`config.mk`:
```
export PLATFORM = sky130hd
export DESIGN_NAME = ieu_issue_arb_flat
export DESIGN_NICKNAME = d
export VERILOG_FILES = /design/src/rtl/ieu_issue_arb_pkg.sv /design/src/rtl/ieu_issue_arb_if.sv /design/src/rtl/ieu_issue_arb_rr_arb.sv /design/src/rtl/ieu_issue_arb.sv /design/src/flat_wrapper.sv
export SDC_FILE = /design/constraint.sdc
export NUM_CORES = 1
export LEC_CHECK = 0
export ABC_AREA = 0
export BUFFER_PORTS_ARGS = -buffer_cell sky130_fd_sc_hd__buf_2
export CAP_MARGIN = 20
export CORE_AREA = 10 10 163 165
export CTS_CLUSTER_SIZE = 14
export DETAILED_ROUTE_END_ITERATION = 6
export DIE_AREA = 0 0 173 175
export HOLD_SLACK_MARGIN = 0.05
export PLACE_DENSITY = 0.61
export SLEW_MARGIN = 20
export SYNTH_ARGS = -nofsm -noshare
export SYNTH_HDL_FRONTEND = slang
export SYNTH_HIERARCHICAL = 1
export SYNTH_SLANG_ARGS = --single-unit
```
`constraint.sdc`:
```
create_clock -name clk -period 4.91 [get_ports clk]
set_input_delay 0.7365 -clock clk [delete_from_list [all_inputs] [get_ports clk]]
set_output_delay 0.7365 -clock clk [all_outputs]
set_load 0.1 [all_outputs]
```
`src/rtl/ieu_issue_arb_pkg.sv`:
```
// ieu_issue_arb_pkg
// Shared types and widths for the IEU issue arbiter slice.
//   PCYN_OPCODE_WIDTH : decoded opcode width carried with each request
//   IEU_*_W           : payload widths matching the arbiter's default parameters
//   ieu_req_t         : one request as presented to the IEU decode stage
package ieu_issue_arb_pkg;

   localparam int PCYN_OPCODE_WIDTH = 8;
   localparam int IEU_DATA_W        = 32;
   localparam int IEU_ADDR_W        = 32;
   localparam int IEU_ROB_W         = 5;

   typedef struct packed {
      logic [PCYN_OPCODE_WIDTH-1:0] opcode;
      logic [IEU_ADDR_W-1:0]        iaddr;
      logic [IEU_DATA_W-1:0]        insn;
      logic [IEU_DATA_W-1:0]        src_a;
      logic [IEU_DATA_W-1:0]        src_b;
      logic [IEU_ROB_W-1:0]         tag;
   } ieu_req_t;

endpackage

```
`src/rtl/ieu_issue_arb_if.sv`:
```
// ieu_issue_arb_if
// Requester-side bus and IEU-side output bus of the issue arbiter.
//   i_req_*     : per-requester request valid and payload
//   o_req_grant : one-hot grant back to the requesters
//   i_ieu_ready : IEU decode stage accepts the output register
//   o_*         : registered selected request
// Modports: slave = arbiter, master = requesters/IEU side.
interface ieu_issue_arb_if
   import ieu_issue_arb_pkg::*;
#(
   parameter int N   = 2,
   parameter int DW  = 32,
   parameter int AW  = 32,
   parameter int RW  = 5
) ();

   logic [N-1:0]                          i_req_valid;
   logic [N-1:0][PCYN_OPCODE_WIDTH-1:0]   i_req_opcode;
   logic [N-1:0][AW-1:0]                  i_req_iaddr;
   logic [N-1:0][DW-1:0]                  i_req_insn;
   logic [N-1:0][DW-1:0]                  i_req_src_a;
   logic [N-1:0][DW-1:0]                  i_req_src_b;
   logic [N-1:0][RW-1:0]                  i_req_tag;
   logic [N-1:0]                          o_req_grant;

   logic                                  i_ieu_ready;
   logic [PCYN_OPCODE_WIDTH-1:0]          o_opcode;
   logic [AW-1:0]                         o_iaddr;
   logic [DW-1:0]                         o_insn;
   logic [DW-1:0]                         o_src_a;
   logic [DW-1:0]                         o_src_b;
   logic [RW-1:0]                         o_tag;
   logic                                  o_valid;

   modport slave (
      input  i_req_valid, i_req_opcode, i_req_iaddr, i_req_insn,
             i_req_src_a, i_req_src_b, i_req_tag, i_ieu_ready,
      output o_req_grant, o_opcode, o_iaddr, o_insn, o_src_a, o_src_b,
             o_tag, o_valid
   );

   modport master (
      output i_req_valid, i_req_opcode, i_req_iaddr, i_req_insn,
             i_req_src_a, i_req_src_b, i_req_tag, i_ieu_ready,
      input  o_req_grant, o_opcode, o_iaddr, o_insn, o_src_a, o_src_b,
             o_tag, o_valid
   );

endinterface

```
`src/rtl/ieu_issue_arb_rr_arb.sv`:
```
// ieu_issue_arb_rr_arb
// N-way round-robin pick. The first requester at or after the pointer wins;
// the pointer moves to one past the winner only when a grant is issued.
//   clk, n_rst : clock, synchronous active-low reset
//   i_req      : request vector
//   i_en       : grant enable; with i_en=0 no grant and the pointer holds
//   o_grant    : one-hot grant (combinational)
//   o_ptr      : current priority pointer
module ieu_issue_arb_rr_arb #(
   parameter int N  = 2,
   parameter int PW = (N > 1) ? $clog2(N) : 1
) (
   input  logic          clk,
   input  logic          n_rst,
   input  logic [N-1:0]  i_req,
   input  logic          i_en,
   output logic [N-1:0]  o_grant,
   output logic [PW-1:0] o_ptr
);

   logic [PW-1:0] ptr_q;
   logic [PW-1:0] ptr_d;
   logic [PW-1:0] idx;
   logic [PW-1:0] nxt;
   logic          found;

   // N is a power of two, so the PW-bit add wraps modulo N for free.
   always_comb begin
      o_grant = '0;
      found   = 1'b0;
      idx     = '0;
      nxt     = ptr_q;
      for (int i = 0; i < N; i++) begin
         idx = ptr_q + PW'(i);
         if (!found && i_req[idx]) begin
            found        = 1'b1;
            o_grant[idx] = i_en;
            nxt          = idx + PW'(1);
         end
      end
      ptr_d = (i_en && found) ? nxt : ptr_q;
   end

   always_ff @(posedge clk) begin
      if (!n_rst) ptr_q <= '0;
      else        ptr_q <= ptr_d;
   end

   assign o_ptr = ptr_q;

endmodule

```
`src/rtl/ieu_issue_arb.sv`:
```
// ieu_issue_arb
// Shares one IEU decode stage between several reservation-station
// requesters. One winner per cycle is loaded into a single output register;
// grants are withheld while the IEU stalls, during flush and during reset.
// Build option: PCYN_IEU_ARB_OLDEST_FIRST_EN selects oldest-ROB-tag-first
// arbitration instead of the default round-robin.
//   clk, n_rst : clock, synchronous active-low reset
//   i_flush    : drop the output register, suppress grants this cycle
//   i_rob_head : ROB head index (oldest-first build only)
//   arb        : requester bus / IEU output bus (slave modport)
// The payload register uses ieu_req_t, so the width parameters must stay
// equal to the package widths.
module ieu_issue_arb
   import ieu_issue_arb_pkg::*;
#(
   parameter int OPTN_DATA_WIDTH    = IEU_DATA_W,
   parameter int OPTN_ADDR_WIDTH    = IEU_ADDR_W,
   parameter int OPTN_ROB_IDX_WIDTH = IEU_ROB_W,
   parameter int OPTN_IEU_REQ_NUM   = 2
) (
   input  logic                          clk,
   input  logic                          n_rst,
   input  logic                          i_flush,
   input  logic [OPTN_ROB_IDX_WIDTH-1:0] i_rob_head,
   ieu_issue_arb_if.slave                arb
);

   localparam int N = OPTN_IEU_REQ_NUM;

   logic           o_valid_q;
   logic           o_valid_d;
   ieu_req_t       payload_q;
   ieu_req_t       payload_d;
   ieu_req_t       winner;
   logic           can_load;
   logic           grant_en;
   logic [N-1:0]   grant;

   assign can_load = ~o_valid_q | arb.i_ieu_ready;
   assign grant_en = can_load & ~i_flush & n_rst;

`ifdef PCYN_IEU_ARB_OLDEST_FIRST_EN
   // Age relative to the ROB head; strict compare keeps the lower index on ties.
   logic [OPTN_ROB_IDX_WIDTH-1:0] age;
   logic [OPTN_ROB_IDX_WIDTH-1:0] best_age;
   logic [N-1:0]                  pick;
   logic                          found;

   always_comb begin
      pick     = '0;
      found    = 1'b0;
      best_age = '1;
      age      = '0;
      for (int i = 0; i < N; i++) begin
         age = arb.i_req_tag[i] - i_rob_head;
         if (arb.i_req_valid[i] && (!found || age < best_age)) begin
            found    = 1'b1;
            best_age = age;
            pick     = '0;
            pick[i]  = 1'b1;
         end
      end
      grant = grant_en ? pick : '0;
   end
`else
   logic [((N > 1) ? $clog2(N) : 1)-1:0] rr_ptr;
   logic                                 unused_ok;

   ieu_issue_arb_rr_arb #(.N(N)) u_rr_arb (
      .clk     (clk),
      .n_rst   (n_rst),
      .i_req   (arb.i_req_valid),
      .i_en    (grant_en),
      .o_grant (grant),
      .o_ptr   (rr_ptr)
   );

   assign unused_ok = ^{rr_ptr, i_rob_head};
`endif

   always_comb begin
      winner = '0;
      for (int i = 0; i < N; i++) begin
         if (grant[i]) begin
            winner.opcode = arb.i_req_opcode[i];
            winner.iaddr  = arb.i_req_iaddr[i];
            winner.insn   = arb.i_req_insn[i];
            winner.src_a  = arb.i_req_src_a[i];
            winner.src_b  = arb.i_req_src_b[i];
            winner.tag    = arb.i_req_tag[i];
         end
      end
   end

   always_comb begin
      o_valid_d = o_valid_q;
      payload_d = payload_q;
      if (i_flush)       o_valid_d = 1'b0;
      else if (can_load) o_valid_d = |grant;
      if (|grant)        payload_d = winner;
   end

   always_ff @(posedge clk) begin
      if (!n_rst) o_valid_q <= 1'b0;
      else        o_valid_q <= o_valid_d;
   end

   // Payload is don't-care while o_valid=0, so it carries no reset.
   always_ff @(posedge clk) begin
      payload_q <= payload_d;
   end

   assign arb.o_req_grant = grant;
   assign arb.o_valid     = o_valid_q;
   assign arb.o_opcode    = payload_q.opcode;
   assign arb.o_iaddr     = payload_q.iaddr;
   assign arb.o_insn      = payload_q.insn;
   assign arb.o_src_a     = payload_q.src_a;
   assign arb.o_src_b     = payload_q.src_b;
   assign arb.o_tag       = payload_q.tag;

endmodule

```
`src/flat_wrapper.sv`:
```
// flat-port wrapper written by rule: the top's interface ports become plain ports
module ieu_issue_arb_flat import ieu_issue_arb_pkg::*;
#(
   parameter int OPTN_DATA_WIDTH    = IEU_DATA_W,
   parameter int OPTN_ADDR_WIDTH    = IEU_ADDR_W,
   parameter int OPTN_ROB_IDX_WIDTH = IEU_ROB_W,
   parameter int OPTN_IEU_REQ_NUM   = 2
)
  (clk, n_rst, i_flush, i_rob_head, arb_i_req_valid, arb_i_req_opcode, arb_i_req_iaddr, arb_i_req_insn, arb_i_req_src_a, arb_i_req_src_b, arb_i_req_tag, arb_i_ieu_ready, arb_o_req_grant, arb_o_opcode, arb_o_iaddr, arb_o_insn, arb_o_src_a, arb_o_src_b, arb_o_tag, arb_o_valid);
  ieu_issue_arb_if #(.N(2), .DW(32), .AW(32), .RW(5)) arb_i ();
  input  logic clk;
  input  logic n_rst;
  input  logic i_flush;
  input  logic [OPTN_ROB_IDX_WIDTH-1:0] i_rob_head;
  input wire logic [$bits(arb_i.i_req_valid)-1:0] arb_i_req_valid;
  input wire logic [$bits(arb_i.i_req_opcode)-1:0] arb_i_req_opcode;
  input wire logic [$bits(arb_i.i_req_iaddr)-1:0] arb_i_req_iaddr;
  input wire logic [$bits(arb_i.i_req_insn)-1:0] arb_i_req_insn;
  input wire logic [$bits(arb_i.i_req_src_a)-1:0] arb_i_req_src_a;
  input wire logic [$bits(arb_i.i_req_src_b)-1:0] arb_i_req_src_b;
  input wire logic [$bits(arb_i.i_req_tag)-1:0] arb_i_req_tag;
  input wire logic [$bits(arb_i.i_ieu_ready)-1:0] arb_i_ieu_ready;
  output wire logic [$bits(arb_i.o_req_grant)-1:0] arb_o_req_grant;
  output wire logic [$bits(arb_i.o_opcode)-1:0] arb_o_opcode;
  output wire logic [$bits(arb_i.o_iaddr)-1:0] arb_o_iaddr;
  output wire logic [$bits(arb_i.o_insn)-1:0] arb_o_insn;
  output wire logic [$bits(arb_i.o_src_a)-1:0] arb_o_src_a;
  output wire logic [$bits(arb_i.o_src_b)-1:0] arb_o_src_b;
  output wire logic [$bits(arb_i.o_tag)-1:0] arb_o_tag;
  output wire logic [$bits(arb_i.o_valid)-1:0] arb_o_valid;
  assign arb_i.i_req_valid = arb_i_req_valid;
  assign arb_i.i_req_opcode = arb_i_req_opcode;
  assign arb_i.i_req_iaddr = arb_i_req_iaddr;
  assign arb_i.i_req_insn = arb_i_req_insn;
  assign arb_i.i_req_src_a = arb_i_req_src_a;
  assign arb_i.i_req_src_b = arb_i_req_src_b;
  assign arb_i.i_req_tag = arb_i_req_tag;
  assign arb_i.i_ieu_ready = arb_i_ieu_ready;
  assign arb_o_req_grant = arb_i.o_req_grant;
  assign arb_o_opcode = arb_i.o_opcode;
  assign arb_o_iaddr = arb_i.o_iaddr;
  assign arb_o_insn = arb_i.o_insn;
  assign arb_o_src_a = arb_i.o_src_a;
  assign arb_o_src_b = arb_i.o_src_b;
  assign arb_o_tag = arb_i.o_tag;
  assign arb_o_valid = arb_i.o_valid;
  ieu_issue_arb #(.OPTN_DATA_WIDTH(OPTN_DATA_WIDTH), .OPTN_ADDR_WIDTH(OPTN_ADDR_WIDTH), .OPTN_ROB_IDX_WIDTH(OPTN_ROB_IDX_WIDTH), .OPTN_IEU_REQ_NUM(OPTN_IEU_REQ_NUM)) u_core (.clk(clk), .n_rst(n_rst), .i_flush(i_flush), .i_rob_head(i_rob_head), .arb(arb_i));
endmodule
```
After elaboration in Yosys (flattened, before gate mapping)
Cells that the tools add are included.
{ "classes": {"reduce_logical": 9, "bitwise": 7, "addsub": 2, "muxes": 17, "order_cmp": 4} }
{ "op_table": {"columns": ["operator", "n"], "rows": [
  ["$mux 141", 2],
  ["$mux 1", 10],
  ["$logic_and 1x1->1", 4],
  ["$lt 1x2->1 const B", 2],
  ["$mux 2", 2],
  ["$reduce_or 2->1", 2],
  ["$not 1->1", 3],
  ["$add 1x1->1 const B", 2],
  ["$and 1x1->1", 2],
  ["$and 2x2->2", 1],
  ["$bwmux 2", 1],
  ["$demux 1 s1", 2],
  ["$ge 1x1->1 const B", 2],
  ["$reduce_and 2->1", 1],
  ["$reduce_bool 2->1", 1],
  ["$logic_not 1->1", 1],
  ["$or 1x1->1", 1]
]} }
{ "totals": {"register_bits": 143, "input_bits": 293} }

Longest topological paths before layout
{ "depth": {"ltp_word": 10, "mapped_depth": 10} }

Hierarchy
The synthesis kept the hierarchy.
{ "by_module_without_submodules": {"columns": ["module", "cells_each", "n_inst", "area_each_um2"], "rows": [
  ["ieu_issue_arb", 324, 1, 5759.3],
  ["ieu_issue_arb_rr_arb", 8, 1, 60.1]
]} }

Worst setup path after synthesis
OpenSTA, ideal clock, no wires.
{ "synth_path": {"kind": "reg2reg", "from": "register u_core.o_valid_q, in the netlist u_core/arb.o_valid", "to": "register u_core.payload_q (netlist bit u_core/arb.o_iaddr[0]) (enable)", "arrival_ps": 6088, "setup_time_ps": 494, "period_less_slack_ps": 6582, "path_buffers": 2, "stages_incl_launch_ff": 9, "required_ps": 4416, "slack_ps": -1672, "path_cell_list": "dfxtp_1 > nand2b_1 > nor2b_1 > nand2_1 > a21oi_1 > buf_2 > buf_2 > nor2_1 > inv_1"} }
{ "synth_between": {"elab_chain_cells": 9} }
{ "synth_lines": {"columns": ["item", "line_no", "text"], "rows": [
  ["from (decl)", "ieu_issue_arb.sv:30", "logic o_valid_q;"],
  ["from (signal assigned)", "ieu_issue_arb.sv:105", "else o_valid_q <= o_valid_d;"],
  ["$not 1->1 *", "ieu_issue_arb.sv:39", "assign can_load = ~o_valid_q | arb.i_ieu_ready;"],
  ["$or 1x1->1 *", "ieu_issue_arb.sv:39", null],
  ["$and 1x1->1 * (2 in series)", "ieu_issue_arb.sv:40", "assign grant_en = can_load & ~i_flush & n_rst;"],
  ["net u_core.grant_en", "ieu_issue_arb.sv:36", "logic grant_en;"],
  ["$and 2x2->2 (no source line)", null, null],
  ["$mux 2", "ieu_issue_arb_rr_arb.sv:35", "if (!found && i_req[idx]) begin"],
  ["$bwmux 2", "ieu_issue_arb_rr_arb.sv:37", "o_grant[idx] = i_en;"],
  ["$mux 2 *", "ieu_issue_arb_rr_arb.sv:35", null],
  ["net arb_o_req_grant[1]", "flat_wrapper.sv:23", "output wire logic [$bits(arb_i.o_req_grant)-1:0] arb_o_req_grant;"],
  ["$reduce_or 2->1 *", "ieu_issue_arb.sv:100", "if (|grant) payload_d = winner;"],
  ["to (signal assigned)", "ieu_issue_arb.sv:110", "payload_q <= payload_d;"],
  ["to (decl)", "ieu_issue_arb.sv:32", "ieu_req_t payload_q;"]
]} }
Mark *: on every way through the listed nets, which the timed path passes. The rest lies on a longest branch.
A chain may end at the register's enable or synchronous reset.

Final worst setup path
{ "layout_path": {"from": "input port i_flush", "to": "output port arb_o_req_grant[1]"} }
{ "layout_between": {"elab_chain_cells": 7} }
{ "layout_lines": {"columns": ["item", "line_no", "text"], "rows": [
  ["from (decl)", "flat_wrapper.sv:13", "input logic i_flush;"],
  ["$not 1->1 *", "ieu_issue_arb.sv:40", null],
  ["$and 1x1->1 * (2 in series)", "ieu_issue_arb.sv:40", null],
  ["net u_core.grant_en", "ieu_issue_arb.sv:36", null],
  ["$and 2x2->2 (no source line)", null, null],
  ["$mux 2", "ieu_issue_arb_rr_arb.sv:35", null],
  ["$bwmux 2", "ieu_issue_arb_rr_arb.sv:37", null],
  ["$mux 2 *", "ieu_issue_arb_rr_arb.sv:35", null],
  ["to (decl)", "flat_wrapper.sv:23", null]
]} }
Marks and branches as above.

==> flow_metrics.py <==
metrics = {
    "global_routing": {
        "grt_usage_pct": 13.59,
        "grt_pass1_vias": 5213,
        "grt.overflow.total": 0,
        "grt_pass1_wl_um": 31730,
        "antenna_found_initial": 4,
        "grt_start_max_net_pins": 142,
    },
    "sta": {
        "period_share_pct": 70.18,
        "rsz0062_at_grt": "no",
        "worst_clock_skew_ns": 0.007270,
        "worst_pin_slew_ns": 0.9961,
        "min_period_ns": 3.446,
        "setup_violations": 0,
        "slew_headroom_pct": 33.59,
        "report.final.slew_viol_count": 0,
        "hold_ws_ns": 0.4957,
        "fmax_mhz": 290.2,
        "setup_ws_ns": 1.464,
        "finalHoldViolations": 0,
        "tns_ns": 0,
    },
    "floorplanning": {
        "fp.dieH_um": 175,
        "rows": 56,
        "start_util_pct": 25.02,
        "die_x_um": 173,
        "core_area_sq_mm": 0.02326,
        "die_area_sq_mm": 0.03028,
        "ios": 437,
    },
    "synth": {
        "synth_cell_types": 16,
        "yosys_warnings": 6,
        "ys_seq_area_share_pct": 73.45,
        "synth-seq-cells": 143,
        "synth_nets": 625,
        "synth_area_sq_mm": 0.005819,
        "syn_area_per_cell_sq_um": 17.53,
        "synthCells": 332,
    },
    "setup_path": {
        "cp-start-kind": "input port",
        "ff2ff_path_depth": 7,
        "critPathMaxFanout": 80,
        "arrival_ns": 2.71,
        "crit_family": "buffers and inverters",
        "cp-startpoint": "i_flush",
        "critPathBufInv": 3,
        "crit_required_ns": 4.17,
        "r2r-start": "u_core/arb.o_valid",
        "path_depth": 7,
        "path_cells": "buf_2 > nand2b_1 > nor2b_1 > nand2_1 > a21oi_4 > buf_4 > buf_2",
        "crit_top_cell": "buf_2",
        "slowest_stage": "buf_4",
        "worstSetupPathType": "input port to output port",
        "worst_path_largest_cell_delay_ns": 0.64,
        "end_kind": "output port",
    },
    "clocking": {
        "cts.sinks": 143,
        "cts_tree": "done",
        "cts.repair.resized": 0,
        "post-cts-setup-buffers": 0,
        "root_buffer": "clkbuf_16",
        "cts_hold_buf": 0,
        "clkTransAtPathRegs_ns": 0.06,
        "tritoncts.num_buffers": 17,
        "clk_latency_ns": 0.41,
        "max-clock-path-buffers": 2,
        "htreeDepth": 4,
    },
    "finish": {
        "n_fill_cell": 2284,
        "syn_to_final_growth_pct": 51.21,
        "drive_gt1_share_pct": 60.81,
        "finalNonFillerCells": 1091,
        "nets": 1048,
        "postLayoutCellArea_sq_mm": 0.008800,
    },
    "power": {
        "ir_drop_v": 0.0001776,
        "powerDensity_mw_per_mm2": 389.5,
        "p_leak_nw": 3.751,
    },
    "placed_design": {
        "dp_hpwl_um": 17070,
        "place_congestion": 0.7924,
        "pre_cts_ws_ns": 1.214,
        "place_inst": 1055,
        "port_buffers": 431,
        "postPlaceCellArea_sq_mm": 0.008239,
    },
    "drt": {
        "drc": 0,
        "drt_pass1_iterations": 5,
        "wirelength_um": 21830,
        "postRouteAntennaNets": 0,
        "vias": 4761,
        "initialDrtViolationCount": 281,
        "avgViaCountPerCell": 4.364,
        "wire_per_inst_um": 20.01,
    },
    "min_path": {
        "hold_depth": 2,
        "hp-class": "flop to flop",
        "min_from": "u_core/arb.o_valid",
    },
    "status": {
        "status": "finished clean",
    },
    "run": {
        "cap_violations": 0,
    },
}
synth_stat cells:
master / instances / area [sq um]
edfxtp_1: 141 / 4234
a21oi_1: 3 / 15.01
nand2b_1: 2 / 12.51
nor2_1: 1 / 3.750
clkbuf_1: 7 / 26.28
nor2b_1: 1 / 6.260
nand2_1: 4 / 15.01
nor2b_2: 1 / 8.760
inv_1: 2 / 7.510
and4b_1: 1 / 10.01
a22o_1: 140 / 1226
dfxtp_1: 2 / 40.04
buf_6: 12 / 135.1
o21ai_0: 1 / 5.000
a31o_1: 1 / 8.760
buf_2: 13 / 65.06
final cells by class:
class / count / area, sq um / share of cell area, %
flip-flops and latches: 143 / 4274 / 48.57
repair buffers: 436 / 2227 / 25.31
multi-input cells: 155 / 1328 / 15.09
clock buffers: 20 / 436.7 / 4.962
well taps: 319 / 399.1 / 4.536
clock inverters: 12 / 113.9 / 1.294
inverters: 2 / 11.26 / 0.1280
diodes: 4 / 10.01 / 0.1137
cell families after synthesis:
logic type / after synthesis / synth area share [%]
AOI/OAI and AO/OA: 145 / 21.57
buffers and inverters: 34 / 4.021
DFF: 143 / 73.45
and+or+nand+nor: 10 / 0.9675
tightest hold or removal path: cells and delay by family (launching register included):
kind,cells,cell delay [ns]
DFF,1,0.31
and+or+nand+nor,1,0.08
AOI/OAI and AO/OA,1,0.06
cells in the final DEF (no fill, tap or decap), drive strengths merged:
cell	count
dfxtp	2
buf	436
and4b	1
inv	3
a22o	140
nor2	1
a21oi	3
o21ai	1
clkbuf	20
nand2	4
nand2b	2
nor2b	2
a31o	1
bufinv	1
clkinvlp	7
edfxtp	141
clkinv	3
diode	4
state kept, by name, summed over array words and instances, names as in the netlist:
signal                 flops
u_core/arb.o_valid         1
u_core/arb.o_iaddr        32
u_core/arb.o_tag           5
u_core/u_rr_arb/o_ptr      1
u_core/arb.o_insn         32
u_core/arb.o_opcode        8
u_core/arb.o_src_a        32
u_core/arb.o_src_b        32
routing by layer:
layer / wire, um / share of wire [%] / vias to the layer above / GRT usage [%]
met4: 219 / 1.0 / 0 / 3.557
li1: - / - / 2258 / -
met3: 2227 / 10 / 13 / 6.704
met2: 10840 / 50 / 272 / 22.84
met1: 8544 / 39 / 2218 / 15.04
met5: 0 / 0 / - / 0
through the flow:
step,util [%],power (mW)
global route,37.80,3.555
floorplan,-,2.041
finish,37.83,3.427
global placement,35.30,2.243
CTS,37.79,3.477
detailed placement,35.42,2.250
power breakdown:
| part | internal [mW] | switching, mW |
|---|---|---|
| logic | 0.163 | 0.619 |
| clock network | 0.700 | 0.508 |
| registers | 1.42 | 0.0166 |
| total | 2.28 | 1.14 |
worst paths after layout:
path,endpoint,slack (ns)
max,arb_o_req_grant[1],1.46
min,u_core/arb.o_valid,0.50
max reg2reg,u_core/arb.o_opcode[4],1.84
min reg2reg,u_core/arb.o_valid,0.50
(Power assumes the default switching activity.)
